<file path="config.mk">
export PLATFORM = sky130hd
export DESIGN_NAME = pdm_cic_decimator
export DESIGN_NICKNAME = d
export VERILOG_FILES = /design/src/rtl/mic_filter_pkg.sv /design/src/rtl/cic_comb_stage.sv /design/src/rtl/pdm_cic_decimator.sv
export SDC_FILE = /design/constraint.sdc
export NUM_CORES = 1
export LEC_CHECK = 0
export ABC_CLOCK_PERIOD_IN_PS = 8900
export CAP_MARGIN = 20
export CORE_MARGIN = 4
export CORE_UTILIZATION = 40
export DETAILED_ROUTE_END_ITERATION = 16
export MAX_ROUTING_LAYER = met4
export PLACE_DENSITY = 0.56
export SLEW_MARGIN = 10
export SYNTH_ARGS = -nofsm -noshare
export SYNTH_HDL_FRONTEND = slang
export SYNTH_SLANG_ARGS = --single-unit
</file>
<file path="constraint.sdc">
create_clock -name clk -period 8.9 [get_ports clk]
set_input_delay 1.335 -clock clk [delete_from_list [all_inputs] [get_ports clk]]
set_output_delay 1.335 -clock clk [all_outputs]
set_load 0.05 [all_outputs]
</file>
<file path="src/rtl/mic_filter_pkg.sv">
// ---------------------------------------------------------------------------
// mic_filter_pkg
// Shared constants and helpers for the microphone filter chain (CIC decimator
// and the downstream compensation FIR / half-band stages).
//   DEF_ORDER, DEF_LOG2_DECIM, DEF_OUT_BITS : default CIC / PCM geometry
//   cic_width(order, log2_decim)           : CIC accumulator width (bit growth + sign + margin)
//   sat_shift(value, shift, out_bits)      : arithmetic right shift, then clamp to a signed out_bits range
// ---------------------------------------------------------------------------
package mic_filter_pkg;

    localparam int DEF_ORDER      = 4;
    localparam int DEF_LOG2_DECIM = 6;
    localparam int DEF_OUT_BITS   = 16;

    // Bit growth of an ORDER-stage CIC with ratio 2^log2_decim is
    // order*log2_decim; two extra bits hold the sign of the +/-1 input and
    // the full-scale positive value without aliasing into the sign bit.
    function automatic int cic_width(input int order, input int log2_decim);
        return order * log2_decim + 2;
    endfunction

    // Returns the shifted value clamped to [-2^(out_bits-1), 2^(out_bits-1)-1],
    // still 64 bits wide; the caller truncates to out_bits.
    function automatic logic signed [63:0] sat_shift(input logic signed [63:0] value,
                                                     input int                 shift,
                                                     input int                 out_bits);
        logic signed [63:0] shifted;
        logic signed [63:0] max_val;
        logic signed [63:0] min_val;
        shifted = value >>> shift;
        max_val = (64'sd1 <<< (out_bits - 1)) - 64'sd1;
        min_val = -(64'sd1 <<< (out_bits - 1));
        if (shifted > max_val) begin
            return max_val;
        end else if (shifted < min_val) begin
            return min_val;
        end
        return shifted;
    endfunction

endpackage

</file>
<file path="src/rtl/cic_comb_stage.sv">
// ---------------------------------------------------------------------------
// cic_comb_stage
// One strobe-qualified CIC comb section: dout = din - previous din (mod 2^W).
//   clk       : system clock
//   rst       : asynchronous active-low reset
//   in_valid  : strobe qualifying din; the delay register only moves on it
//   din       : signed W-bit input sample
//   out_valid : in_valid delayed by one cycle
//   dout      : signed W-bit difference, held between strobes
// ---------------------------------------------------------------------------
module cic_comb_stage #(
    parameter int W = 26
) (
    input  logic                clk,
    input  logic                rst,
    input  logic                in_valid,
    input  logic signed [W-1:0] din,
    output logic                out_valid,
    output logic signed [W-1:0] dout
);

    logic signed [W-1:0] prev;

    // Difference and delay register advance together on the strobe only, so
    // the lag is one decimated sample rather than one clock. Wrapping
    // subtraction is intentional: it undoes the integrator wrap.
    always_ff @(posedge clk or negedge rst) begin
        if (!rst) begin
            prev      <= '0;
            dout      <= '0;
            out_valid <= 1'b0;
        end else begin
            out_valid <= in_valid;
            if (in_valid) begin
                dout <= din - prev;
                prev <= din;
            end
        end
    end

endmodule

</file>
<file path="src/rtl/pdm_cic_decimator.sv">
// ---------------------------------------------------------------------------
// pdm_cic_decimator
// Hogenauer CIC decimator turning a 1-bit PDM stream into signed PCM.
// ORDER integrators at the PDM rate, decimation by 2^LOG2_DECIM, ORDER
// strobe-qualified combs, then arithmetic shift with saturation.
//   clk       : system clock
//   rst       : asynchronous active-low reset
//   pdm_in    : PDM bit (1 -> +1, 0 -> -1), sampled when pdm_valid is high
//   pdm_valid : one-cycle strobe per PDM bit, may be held high
//   pcm_out   : signed OUT_BITS PCM sample, held between strobes
//   pcm_valid : one-cycle strobe marking a new pcm_out
// Latency from the sampling of the last PDM bit of a frame to pcm_valid is
// ORDER+2 cycles: dec_strobe, capture register, ORDER combs, output register
// counted as dec_strobe + (capture + ORDER-1 comb pipeline slots) + output.
// ---------------------------------------------------------------------------
module pdm_cic_decimator
    import mic_filter_pkg::*;
#(
    parameter int ORDER      = DEF_ORDER,
    parameter int LOG2_DECIM = DEF_LOG2_DECIM,
    parameter int OUT_BITS   = DEF_OUT_BITS
) (
    input  logic                       clk,
    input  logic                       rst,
    input  logic                       pdm_in,
    input  logic                       pdm_valid,
    output logic signed [OUT_BITS-1:0] pcm_out,
    output logic                       pcm_valid
);

    localparam int W     = cic_width(ORDER, LOG2_DECIM);
    localparam int SHIFT = W - 1 - OUT_BITS;
    localparam logic [LOG2_DECIM-1:0] PHASE_LAST = '1;

    logic signed [W-1:0]          pdm_mapped;
    logic signed [W-1:0]          integ [ORDER];
    logic [LOG2_DECIM-1:0]        phase;
    logic                         dec_strobe;
    logic signed [W-1:0]          cap_data;
    logic                         cap_valid;
    logic signed [W-1:0]          comb_data [ORDER+1];
    logic [ORDER:0]               comb_valid;
    logic signed [63:0]           comb_wide;

    assign pdm_mapped = pdm_in ? {{(W-1){1'b0}}, 1'b1} : {W{1'b1}};

    // Pipelined integrator cascade: each stage adds the registered output of
    // the previous one. Overflow wraps on purpose; the combs cancel it.
    always_ff @(posedge clk or negedge rst) begin
        if (!rst) begin
            for (int k = 0; k < ORDER; k++) begin
                integ[k] <= '0;
            end
        end else if (pdm_valid) begin
            integ[0] <= integ[0] + pdm_mapped;
            for (int k = 1; k < ORDER; k++) begin
                integ[k] <= integ[k] + integ[k-1];
            end
        end
    end

    // Phase counts accepted PDM bits; the last bit of each frame raises
    // dec_strobe for exactly the following cycle.
    always_ff @(posedge clk or negedge rst) begin
        if (!rst) begin
            phase      <= '0;
            dec_strobe <= 1'b0;
        end else begin
            dec_strobe <= pdm_valid && (phase == PHASE_LAST);
            if (pdm_valid) begin
                phase <= phase + LOG2_DECIM'(1);
            end
        end
    end

    // Snapshot of the last integrator feeding the comb pipeline, so the
    // combs see a stable value even while integration continues.
    always_ff @(posedge clk or negedge rst) begin
        if (!rst) begin
            cap_data  <= '0;
            cap_valid <= 1'b0;
        end else begin
            cap_valid <= dec_strobe;
            if (dec_strobe) begin
                cap_data <= integ[ORDER-1];
            end
        end
    end

    assign comb_data[0]  = cap_data;
    assign comb_valid[0] = cap_valid;

    for (genvar j = 0; j < ORDER; j++) begin : g_comb
        cic_comb_stage #(
            .W(W)
        ) u_comb (
            .clk       (clk),
            .rst       (rst),
            .in_valid  (comb_valid[j]),
            .din       (comb_data[j]),
            .out_valid (comb_valid[j+1]),
            .dout      (comb_data[j+1])
        );
    end

    assign comb_wide = 64'(comb_data[ORDER]);

    // Output register: scale down to OUT_BITS with saturation, since a
    // full-scale stream of ones reaches exactly +2^(W-2), one LSB past the
    // largest positive PCM code after the shift.
    always_ff @(posedge clk or negedge rst) begin
        if (!rst) begin
            pcm_out   <= '0;
            pcm_valid <= 1'b0;
        end else begin
            pcm_valid <= comb_valid[ORDER];
            if (comb_valid[ORDER]) begin
                pcm_out <= OUT_BITS'(sat_shift(comb_wide, SHIFT, OUT_BITS));
            end
        end
    end

endmodule

</file>
# Word-level counts from Yosys, hierarchy flattened
# Cells that the tools add are included.
[totals]
ff_bits = 367
inputBits = 4
output_inout_bits = 17
[classes]
addsub = 9
magnitude_cmp = 2
n_eq_ne = 1
muxes = 7
n_reduce_logical = 1
[op_table]
columns = ["op", "n"]
rows = [
  ["$add A26 B26 Y26", 4],
  ["$sub A26 B26 Y26", 4],
  ["$mux W16", 3],
  ["$mux W26", 1],
  ["$gt A17 B16 Y1 const B", 1],
  ["$lt A17 B16 Y1 const B", 1],
  ["$add A6 B1 Y6 const B", 1],
  ["$eq A6 B6 Y1 const B", 1],
  ["$mux W1", 3],
  ["$logic_and A1 B1 Y1", 1],
]

# Depth between registers and ports, before layout
# Gate-level depths: netlist of the first run.
[depth]
ltp_word = 5
mapped_depth = 13
mapped_depth_nobuf = 13

# Modules after synthesis
# Synthesis of the first run repeated with hierarchy kept, for this count alone.
[hier_totals]
cells_unflattened = 2560
hier_area_um2 = 24272.0
[modules_own_cells]
columns = ["module", "n_inst", "cells_each", "area_each_um2", "seq_area_each_um2"]
rows = [
  ["pdm_cic_decimator", 1, 1080, 10677.7, 3878.7],
  ["cic_comb_stage (g_comb[1].u_comb ...)", 3, 374, 3429.5, 1326.3],
  ["cic_comb_stage (g_comb[0].u_comb)", 1, 358, 3305.7, 1326.3],
]

# Least setup slack after synthesis of the first run
# OpenSTA, ideal clock, no wires.
[synth_timing]
kind = "input to register"
startpoint = "in pdm_in"
endpoint = "reg integ[98] (netlist name)"
arrival_time_ns = 3.795
setup_slack_ns = 4.980
cell_stages = 11
cell_sequence = "inv_1 > ha_1 > nor2b_1 > o31a_1 > o2111ai_1 > nand3_1 > a21oi_1 > o211ai_1 > a211oi_1 > xnor2_1 > mux2_2"
[synth_between]
elab_chain_cells = 2
[synth_lines]
columns = ["element", "line_no", "rtl"]
rows = [
  ["start: declaration", "pdm_cic_decimator.sv:25", "input logic pdm_in,"],
  ["$mux W26", "pdm_cic_decimator.sv:45", "assign pdm_mapped = pdm_in ? {{(W-1){1'b0}}, 1'b1} : {W{1'b1}};"],
  ["$add A26 B26 Y26", "pdm_cic_decimator.sv:55", "integ[0] <= integ[0] + pdm_mapped;"],
  ["end signal: indexed assignment", "pdm_cic_decimator.sv:57", "integ[k] <= integ[k] + integ[k-1];"],
  ["end: declaration", "pdm_cic_decimator.sv:36", "logic signed [W-1:0] integ [ORDER];"],
]
# No other way between the ends.
# A chain may end at the register's enable or synchronous reset.

# Worst setup path in the final report of the first run
[layout_timing]
startpoint = "in pdm_in"
endpoint = "reg integ[95] (netlist name)"
# Same word-level chain as after synthesis.

==> results of run 1 <==
==> how the worst max path moves through the flow <==
stage | to | cells past startpoint | start
detailed placement | integ[98] | 12 | pdm_in
finish | integ[95] | 12 | pdm_in
floorplan | integ[98] | 11 | pdm_in
CTS | integ[98] | 12 | pdm_in
global route | integ[95] | 12 | pdm_in
global placement | integ[98] | 12 | pdm_in
==> cell families after synthesis <==
logic type,Yosys count
AO/OA/AOI/OAI,654
AND/OR/NAND/NOR,559
flip-flops,358
buffers and inverters,228
adder cells (fa/ha/maj),206
multiplexers,194
XOR/XNOR,158
==> synthesized netlist by cell type (20+ instances only) <==
library cell    n  share of area [%]
a211oi_1       23               0.76
a21o_1         81                2.7
a21oi_1       181                4.0
clkbuf_1       60                1.0
dfrtp_1       358                 40
ha_1          199                 11
inv_1         148                2.5
mux2_2        184                9.2
nand2_1       228                3.8
nand2b_1       20               0.55
nand3_1        46                1.0
nor2_1        136                2.3
nor3_1         24               0.53
o21a_1         25               0.83
o21ai_0       189                4.2
o21bai_1       24               0.80
xnor2_1       108                4.2
xor2_1         50                1.9
==> final cells by class <==
class                           count  area share, %
Clock buffer                       63           5.09
Tap cell                          748           3.75
Multi-Input combinational cell   1771           51.3
Sequential cell                   358           35.9
Timing Repair Buffer               32           1.33
Inverter                          151           2.27
Clock inverter                     13          0.376
==> metrics by stage <==
step | cell area, sq um | power, W
3_5_place_dp | 23500 | 0.00689
5_1_grt | 25000 | 0.00932
6_report | 25000 | 0.00858
3_3_place_gp | 23500 | 0.00678
2_1_floorplan | 22600 | 0.00597
4_1_cts | 24900 | 0.00865
==> worst max-delay path, stage by stage <==
cell and delay [ns]:
clkdlybuf4s50_1 0.60, inv_1 0.72, ha_1 0.37, a211oi_1 0.31, o21ai_0 0.24, a21oi_1 0.26, o21bai_1 0.10, a21oi_1 0.22
o21ai_0 0.18, a221oi_1 0.35, xnor2_1 0.12, mux2_2 0.27
==> layer usage <==
| layer | global-route usage, % | share of wire (%) | up-vias |
|---|---|---|---|
| met5 | - | 0 | - |
| met2 | 26.1 | 47 | 179 |
| met4 | 6.02 | 3.6 | 0 |
| met1 | 19.6 | 47 | 7678 |
| li1 | - | - | 8398 |
| met3 | 2.12 | 2.5 | 115 |
==> state kept, by name, summed over array words and instances (netlist names) <==
register / count
cap_valid: 1
pcm_out: 16
g_comb.u_comb.prev: 104
phase: 6
pcm_valid: 1
dec_strobe: 1
integ: 104
g_comb.u_comb.dout: 95
g_comb.u_comb.out_valid: 4
cap_data: 26
==> report_power, final <==
group,switching (W),total [W],internal (W)
combinational,0.00244,0.00463,0.00219
clock,0.000680,0.00169,0.00101
sequential,0.000301,0.00226,0.00196
==> metrics list, run 1 <==
- Finished Layout Cells: about 3.1k
- The die covers 60400 sq um.
- Post-DRT Antenna Nets: 0
- Crit. End Element: flop
- Cells fill 44.9% of the core in the end.
- CTS placed an instance of clkbuf_16 at the clock tree root.
- The worst hold path begins at phase[5].
- Setup repair after global routing left no endpoint under its margin.
* Largest net degree at the start of global routing: 86
- Width of the die: approximately 250 um
- The synthesized netlist devotes between 10% and 20% of its cell area to compound gates.
- Most common cell after layout, fill and taps aside: dfrtp_1
- Post-place setup slack: between 3 and 4 ns
* Worst Path Max Fanout: 24
* Number of placement rows: 86
- Once detailed placement completed, the half-perimeter wirelength came to 32700 um.
- Netlist area before placement: around 23000 sq um
- In the final timing run, aggregate negative setup slack is 0 ns.
- Yosys warns: 0
- Number of buffers on the longest clock path: 3
- Post-synthesis register bit count: about 360
- Crit path time final: 4.63 ns
- Initial Utilization: 40.7%
- Arithmetic-cell share of the synthesized area counting full adders, half adders and majority gates: 11.6%
- The max-slew violation count is 0.
* Drt first-iter violations: slightly below 900
* Post-CTS sizing: 0
- The number of nets in the synthesized netlist is 2567.
* Total of fill cells in the finished design: 5312
- The number of setup buffers added after CTS is 0.
- After Yosys synthesis, XOR and XNOR cells account for 6.12% of the synthesized area.
* Maximum VDD drop: 0.174 mV
- The flow ran to the end, and the final reports show no timing, DRC or antenna violations.
- Layout Nets: ~2.6k
- The cell count after synthesis came out at 2357.
* Number of inserted diodes: 0
- At the worst endpoint, the required time is 9.34 ns.
* Die Y: ~250 um
* Startpoint of the most critical register-to-register path: g_comb[0].u_comb.dout[0]
- Sum of routed wire length over all layers: 45500 um
- First-pass GRT wire length: 78800 um
- Vias post-DR: 16.4k
* Number of buffers inserted by hold repair at cts: 0
* Fin worst setup slack: 4.27 ns
- Critical path class: input port to flop
- TritonCTS built the clock tree.
- Number of buffers created by CTS: 42
* Antenna violations before repair: 0
* Depth of the worst hold-timing path: 1
* Area taken by flip-flops and latches: 8960 sq um
- Sequential elements use 39.6% of the synthesized area.
- The setup check on the worst reg-to-reg path leaves a slack of approximately 5.5 ns.
- Type of the worst min-delay path: flop to flop
- Routability-driven placement finished with a final weighted congestion of 0.854.
- Clock-pin slew was measured on the worst setup and hold paths at 0.05 ns.
* Area of the multi-input gates: 12800 sq um
* Highest attainable clock frequency: around 220 MHz
- Data arrival time of the worst path: 5.07 ns
- In the layout the commonest cells are 354 x dfrtp_1, 228 x nand2_1, 199 x ha_1.
- On the final layout, the worst clock skew is around 0.022 ns.
* Worst-case hold slack: 0.472 ns
- In this run the power density over the cells is ~340 nW/um^2.
- Summed over all cells, the static leakage comes to 11.6 nW.
- Number of enable-type register cells in the synthesized netlist: 0
- Max-slew headroom at the worst pin: 38.3%
- After synthesis, the share of flip-flops with an asynchronous set or reset is 100%.
* Dominant register cell in the synthesized netlist: dfrtp_1
- Worst reg2reg path depth: 13
- The final number of hold-violating endpoints came to 0.
- Detail-routed via count per cell: 5.22
- CTS built an H-tree with a depth of 2.
- Synthesized area per cell: 9.59 sq um
* Combinational family with the most area after synthesis: compound AO/OA/AOI/OAI gates
* Layout-stage area growth over the synthesis result: 10.4%
* Mean routed wirelength per cell: 14.5 um
- Endpoint of the most critical register-to-register path: g_comb[1].u_comb.dout[22]
- Count of different cell masters after synthesis: ~70
* Inst Count DP: 3058
- The pre-antenna-repair detailed-routing pass consisted of 6 iterations.
- Global routing consumed, over all layers together, 15.7% of the routing resources.
- In the final layout, the share of cells above drive strength 1 is approximately an eighth.
- For hold timing, the worst endpoint is phase[5].
- Final Setup Violations: 0
- Synthesized-area fraction occupied by and/or/nand/nor cells: ~11%
* DRC viols: 0
* Residual overflow from global routing: 0
- Tcrit/Tclk final: 52.1%
- Placeable core area: 55500 sq um
* Port Buf Inserts: 20
- Number of max-cap violations: 0
* Worst Setup Start Kind: input port
- Via count of the first global-routing pass: 16.4k
- At the pin with the least slew margin, the transition time is 0.926 ns.
* Portion of netlist area occupied by mux cells: 9.63%
* Number of clock sinks: 358
- Clock insertion delay at the later pin of the skew report: 0.56 ns
- In this run the count of I/O pins placed on the die edge is 21.
Note: power is estimated with default switching activity, not from simulation.
==> run 2: changes to the inputs <==
--- a/config.mk
+++ b/config.mk
@@ -5,13 +5,13 @@
 export SDC_FILE = /design/constraint.sdc
 export NUM_CORES = 1
 export LEC_CHECK = 0
-export ABC_CLOCK_PERIOD_IN_PS = 8900
+export ABC_CLOCK_PERIOD_IN_PS = 4200
 export CAP_MARGIN = 20
 export CORE_MARGIN = 4
 export CORE_UTILIZATION = 40
 export DETAILED_ROUTE_END_ITERATION = 16
 export MAX_ROUTING_LAYER = met4
-export PLACE_DENSITY = 0.56
+export PLACE_DENSITY = 0.58
 export SLEW_MARGIN = 10
 export SYNTH_ARGS = -nofsm -noshare
 export SYNTH_HDL_FRONTEND = slang
==> constraint.sdc (replaced) <==
create_clock -name clk -period 4.2 [get_ports clk]
set_input_delay 0.63 -clock clk [delete_from_list [all_inputs] [get_ports clk]]
set_output_delay 0.63 -clock clk [all_outputs]
set_load 0.05 [all_outputs]
==> run 2 against run 1 <==
  * Clock power up 110%
  * Largest cell class unchanged
  * First-iteration DRC count down 12%
  * Final area up 0.17%
  * Register-to-register slack lost 4.7 ns
==> metrics list, run 2 (synthesis gave the netlist of run 1 again) <==
- Largest net degree at the start of global routing: 99
- Critical path's slowest cell: clkdlybuf4s50_1
* Critical path class: input port to flop
- Worst reg2reg path depth: 13
* Leakage power: 11.6 nW
- Width of the die: 246 um
* Maximum VDD drop: 0.357 mV
- Summed over all nets, the half-perimeter wirelength after detailed placement is 33100 um.
- Most frequent cells in the layout: 354 x dfrtp_1, 228 x nand2_1, 199 x ha_1
- The most critical setup path has its startpoint at pdm_in.
- The floorplan step defined a die boundary enclosing just over 60000 sq um.
- The tree is rooted in a clkbuf_16.
* Type of the worst min-delay path: input port to asynchronous set/reset pin
- Antenna violations before repair: 0
* Worst Tran Pin Value: 0.880 ns
- Setup crit end: integ[95]
* Residual overflow from global routing: 0
* Clock-pin slew reported for the worst setup and hold paths after clock tree synthesis: 0.06 ns
- Summing all multi-input logic gate instances after layout gives 12800 sq um.
- The pre-antenna-repair detailed-routing pass consisted of 5 iterations.
- The worst setup path is launched from an input port.
- The worst setup path is captured at a flop.
- Summing all flip-flop and latch instances after layout gives 8960 sq um.
- Worst Path Max Fanout: 15
* Die Y: 246 um
* Sum of routed wire length over all layers: 45400 um
- The worst register-to-register path begins at cap_data[0].
* H-tree depth: 2
- The clock reaches the later pin of the worst-skew pair after 0.55 ns.
- Maximum single-stage delay on the critical path: 0.42 ns
- Internal cell power: 0.0110 W
- The net count of the finished layout is 2569.
* Total of fill cells in the finished design: 5314
- Clock tree synthesis found a total of ~360 sinks.
- Port Buf Inserts: 20
- Max-slew headroom at the worst pin: 41.3%
- The first global-routing pass estimated 80100 um of wire.
- Run status: complete, no violations
- Post-CTS sizing: 0
- The via count of the first global-routing pass was 16.7k.
- Switching fraction of total power: 39.8%
- Adding up every negative setup slack in the final design gives 0 ns.
- Routability-driven placement finished with a final weighted congestion of about 0.87.
- Top Registers: g_comb.u_comb.prev x104, integ x104, g_comb.u_comb.dout x95
- Setup Fix Bufs, Post-CTS: 0
- In this run, flip-flops and latches consume between 20% and 30% of the power.
- For this design the ratio of total power to cell area is ~730 nW/um^2.
- The critical path goes through clkdlybuf4s50_1 -> inv_1 -> ha_1 -> a211oi_1 -> o21ai_0 -> a21oi_1 -> o21bai_1 -> a21oi_1 -> o21ai_0 -> a221oi_1 -> xnor2_1 -> mux2_2.
- Relative contribution of the clock network to total power: 19.8%
- Once detail routing completed, the nets flagged for antenna violations numbered 0.
* Worst reg-to-reg setup slack: ~0.85 ns
* Initial Utilization: 40.7%
- Number of endpoints with negative hold slack in the final report: 0
* Unrepaired setup endpoints after global routing: no
* Number of buffers on the longest clock path: 3
- Endpoint of the most critical register-to-register path: g_comb[0].u_comb.dout[24]
- All-Layer GR Usage: 15.8%
* Most common cell after layout, fill and taps aside: dfrtp_1
- The floorplan has 86 rows.
* Layout cell share with drive strength beyond 1: between 10% and 20%
- TritonCTS built the clock tree.
- The detailed router placed between 15k and 20k vias in this run.
- Worst-case hold slack: 0.0945 ns
* Number of buffers inserted by hold repair at cts: 0
* Number of max-cap violations: 0
- For this block, the initial DRC count from the detailed router was 777.
* Tcrit/Tclk final: 80.3%
- Data arrival time of the worst path: about 3.8 ns
- Placeable core area: 55500 sq um
- Clock skew on the completed layout was measured at 0.0105 ns.
- 0 antenna diodes ended up in the layout.
- Final Setup Violations: 0
- Combinational share of power: 54.0%
* Highest attainable clock frequency: 297 MHz
- Detail-routed via count per cell: 5.30
- Counting the buffers created by CTS gives 40.
- Crit path time final: ~3.4 ns
- STA puts the critical path data required time at 4.64 ns.
- Pin placement for this block handled 21 I/O pins.
- Mean routed wirelength per cell: about 14 um
- After detailed routing, the number of remaining DRC violations is 0.
- In this run the power spent charging and discharging nets is 0.00729 W.
* Max Transition Viols Final: 0
- The area growth from synthesis to layout is 10.6%.
==> run 2: changes by cell type in the layout (fill, tap and decap cells not counted) <==
cell,delta
clkbuf_1,-1
clkbuf_16,-2
buf_12,+4
bufinv_16,+4
clkbuf_8,-7
inv_6,+1
buf_16,-2
clkinvlp_4,+2
buf_4,+3
==> run 2: per-stage QoR <==
stage | setup slack (ns) | utilization, % | std cells | power [W] | area [sq um]
final | 0.827 | 45.0 | 3138 | 0.0183 | 25000
after global routing | 0.562 | 45.0 | 3138 | 0.0199 | 25000
after CTS | 0.837 | 45.0 | 3138 | 0.0184 | 25000
after detailed placement | 0.304 | 42.6 | 3065 | 0.0146 | 23600
after global placement | 0.347 | 42.6 | 3065 | 0.0143 | 23600
after floorplan | 0.985 | - | 2357 | 0.0126 | 22600
==> run 2: worst min-delay path by stage <==
stage               from                  endpoint  depth (start not counted)
6_report             rst  g_comb[2].u_comb.dout[0]                          1
5_1_grt              rst  g_comb[2].u_comb.prev[1]                          1
3_5_place_dp   integ[77]                 integ[77]                          1
2_1_floorplan        rst               cap_data[0]                          0
4_1_cts              rst  g_comb[3].u_comb.prev[1]                          1
3_3_place_gp    phase[5]                  phase[5]                          1
==> run 2: layout make-up <==
class                      instances  share of cell area (%)
clock inverter                    20                   0.951
sequential                       358                    35.9
timing repair buffer              37                    1.52
multi-input combinational       1771                    51.2
tap                              748                    3.74
clock buffer                      53                    4.48
inverter                         151                    2.27
==> run 2: metal layers <==
layer	wire length, um	up-vias	global-route usage (%)
met5	0	-	-
met4	1170	0	4.86
met3	1130	90	1.94
met2	21800	203	26.9
met1	21300	7911	19.9
li1	-	8426	-
==> run 2: worst max-delay path: cells and delay by family <==
kind                     cells  cell delay (ns)
buffers and inverters        2             0.82
adder cells (fa/ha/maj)      1             0.34
multiplexers                 1             0.26
AO/OA/AOI/OAI                7             1.65
XOR/XNOR                     1             0.10
==> run 2: power by group through the flow <==
stage | registers [W] | logic, W | clock network (W)
after floorplan | 0.00461 | 0.00803 | 0
after global placement | 0.00484 | 0.00949 | 0
after detailed placement | 0.00487 | 0.00975 | 0
after CTS | 0.00480 | 0.00984 | 0.00377
after global routing | 0.00491 | 0.0111 | 0.00390
final | 0.00480 | 0.00989 | 0.00363
==> run 3: changes to the inputs <==
--- a/config.mk
+++ b/config.mk
@@ -5,7 +5,7 @@
 export SDC_FILE = /design/constraint.sdc
 export NUM_CORES = 1
 export LEC_CHECK = 0
-export ABC_CLOCK_PERIOD_IN_PS = 4200
+export ABC_CLOCK_PERIOD_IN_PS = 3050
 export CAP_MARGIN = 20
 export CORE_MARGIN = 4
 export CORE_UTILIZATION = 40
==> constraint.sdc (replaced) <==
create_clock -name clk -period 3.05 [get_ports clk]
set_input_delay 0.4575 -clock clk [delete_from_list [all_inputs] [get_ports clk]]
set_output_delay 0.4575 -clock clk [all_outputs]
set_load 0.05 [all_outputs]
==> run 3 against run 2 <==
  * Die area stayed put
  * Non-clock buffer count is 120 higher
  * Clock power is 37% higher
  * Highest routed layer unchanged
==> metrics list, run 3 (synthesis gave the netlist of run 1 again) <==
- After floorplanning, the core was divided into 86 placement rows.
- The initial antenna violation count is 0.
- Worst Hold End: integ[94]
- Mean routed wirelength per cell: 14.6 um
- Endpoint of the most critical register-to-register path: g_comb[2].u_comb.dout[22]
* Die Y: 246 um
- Number of clock sinks: between 300 and 400
- The floorplan step defined a die boundary enclosing 60400 sq um.
* Vias post-DR: 17.1k
* Area of the multi-input gates: 13000 sq um
- For this block, the initial DRC count from the detailed router was 871.
- The startpoint identified for the worst register-to-register timing path is g_comb[1].u_comb.dout[0].
- IR analysis of the VDD net gives a maximum drop of 0.467 mV.
* Root buffer selected by CTS: clkbuf_16
- The count of nets left with antenna violations once routing finished came out at 0.
- Routability-driven placement finished with a final weighted congestion of 0.873.
- Sum of routed wire length over all layers: ~48000 um
* Data required time of the critical path: between 3 and 4 ns
- Width of the die: 246 um
- Run status: complete, no violations
- Across the routed clock network, the largest skew measured is 0.0146 ns.
- Summed over all layers, the global routing overflow is 0.
* Min-Delay Startpoint: pdm_valid
- The max-slew violation count is 0.
- The via count of the first global-routing pass came to 17.3k.
- In this run the number of H-tree levels came out at 2.
- Headroom to the max-slew limit came out at 30.5%.
- Worst Setup Start Kind: flop
- TritonCTS clock tree: yes
* Most common cell after layout, fill and taps aside: dfrtp_1
* Top Registers: g_comb.u_comb.prev x104, integ x104, g_comb.u_comb.dout x95
* Number of top-level pins: 21
- Number of inserted diodes: 0
* Layout-stage area growth over the synthesis result: 15.4%
- Final total negative setup slack: 0 ns
- The count of cells in the finished layout, fillers not included, comes to between 3k and 4k.
- The worst hold path belongs to the class input port to flop.
* Final Setup Violations: 0
- Including well taps, the total number of placed cells is between 3k and 4k.
* Number of endpoints with negative hold slack in the final report: 0
- In this run the worst path has a maximum fanout of 4.
- Detailed placement ended at an HPWL of 34700 um.
* Layout cell share with drive strength beyond 1: around 18%
* Data arrival time of the worst path: 3.41 ns
* Placeable core area: 55500 sq um
- Most frequent cells in the layout: 354 x dfrtp_1, 228 x nand2_1, 195 x ha_1
- PwrDens: 1020 nW/um^2
- Before antenna repair, the detailed router went through 5 iterations.
- The first global-routing pass estimated 82300 um of wire.
- STA classifies the critical path endpoint as a flop.
* Final core utilization: 47.0%
- Layout Nets: ~2.7k
- After layout, the minimum clock period comes to slightly below 3 ns.
- After clock tree synthesis, the clock-pin slew on the worst setup and hold paths is around 0.060 ns.
* Depth of the worst hold-timing path: 3
- Counting along the longest clock path gives a buffer depth of 3.
- All-Layer GR Usage: around 16%
- Setup repair after global routing could not meet its margin everywhere.
- Initial Utilization: 40.7%
- Worst reg2reg path depth: 13
- The placed instances occupy a cell area of 24500 sq um.
- In the finished design, the share of the clock period the worst path needs comes to 97.2%.
- After detailed routing, the number of vias per cell comes to about 5.2.
* Total of fill cells in the finished design: 5238
* Worst Tran Pin Value: roughly 1.0 ns
- For this run, design rule violations remaining after detail routing come to 0.
* Number of max-cap violations: 0
- Area taken by flip-flops and latches: 8960 sq um
- Highest attainable clock frequency: 337 MHz
- At the later pin of the worst-skew pair, clock insertion delay measures 0.56 ns.
- Worst reg-to-reg setup slack: 0.09 ns
- Critical path class: flop to flop
- Counting the buffers created by CTS gives 40.
* Port Buf Inserts: 20
- Leakage power: 12.3 nW
- Largest net degree at the start of global routing: 86
- With fillers left out, the area of the finished cells amounts to 26100 sq um.
-- run 3: metrics by stage --
step	setup slack [ns]	hold slack, ns	power, W
5_1_grt	-0.0333	0.366	0.0289
4_1_cts	0.00883	0.313	0.0265
3_3_place_gp	-0.465	0.458	0.0208
2_1_floorplan	0.00736	0.162	0.0174
3_5_place_dp	-0.557	0.458	0.0213
6_report	0.0853	0.342	0.0266
-- run 3: how the worst max path moves through the flow --
stage	startpoint	end	slack, ns	cells past startpoint
6_report	g_comb[1].u_comb.dout[0]	g_comb[2].u_comb.dout[22]	0.09	13
5_1_grt	g_comb[1].u_comb.dout[0]	g_comb[2].u_comb.dout[22]	-0.03	13
4_1_cts	g_comb[0].u_comb.dout[0]	g_comb[1].u_comb.dout[22]	0.009	13
3_5_place_dp	pdm_in	integ[101]	-0.56	14
3_3_place_gp	pdm_in	integ[101]	-0.47	12
2_1_floorplan	pdm_in	integ[98]	0.007	11
-- run 3: final cells by class --
cell class / count / share of cell area, %
inverters: 151 / 2.19
repair buffers: 157 / 4.98
well taps: 748 / 3.59
flip-flops and latches: 358 / 34.4
multi-input cells: 1771 / 49.7
clock buffers: 57 / 4.43
clock inverters: 16 / 0.734
repair inverters: 1 / 0.0192
-- run 3: report_power, final --
| group | internal (W) | switching [W] | leakage [nW] |
|---|---|---|---|
| logic | 0.00751 | 0.00753 | 6.83 |
| registers | 0.00572 | 0.000893 | 4.75 |
| clock network | 0.00299 | 0.00200 | 0.672 |
| total | 0.0162 | 0.0104 | 12.3 |
-- run 3: repair_timing --
item,4_1_cts,5_1_grt
hold buffers,1,0
buffers inserted,0,7
setup endpoints to repair,8,40
pin swaps,4,23
resized for setup,3,49
endpoints found under the hold margin,74,0
cloned,0,1
-- run 3: critical path, stage by stage, from the launching register on --
cell,delay (ns)
dfrtp_1,0.37
inv_1,0.06
ha_2,0.17
inv_2,0.04
fa_2,0.38
a21oi_4,0.15
o21ai_2,0.07
a21oi_2,0.17
a21oi_2,0.10
o41a_1,0.45
a221o_1,0.34
a31oi_2,0.20
xnor2_1,0.09
mux2_4,0.25
-- run 3: metal layers --
metal	share of wire, %	up-vias	routed length (um)	GRT usage [%]
met2	49	187	23200	27.9
met3	2.4	99	1170	2.12
met5	0	-	0	-
met1	46	8156	22000	20.2
met4	2.8	0	1350	5.19
li1	-	8662	-	-
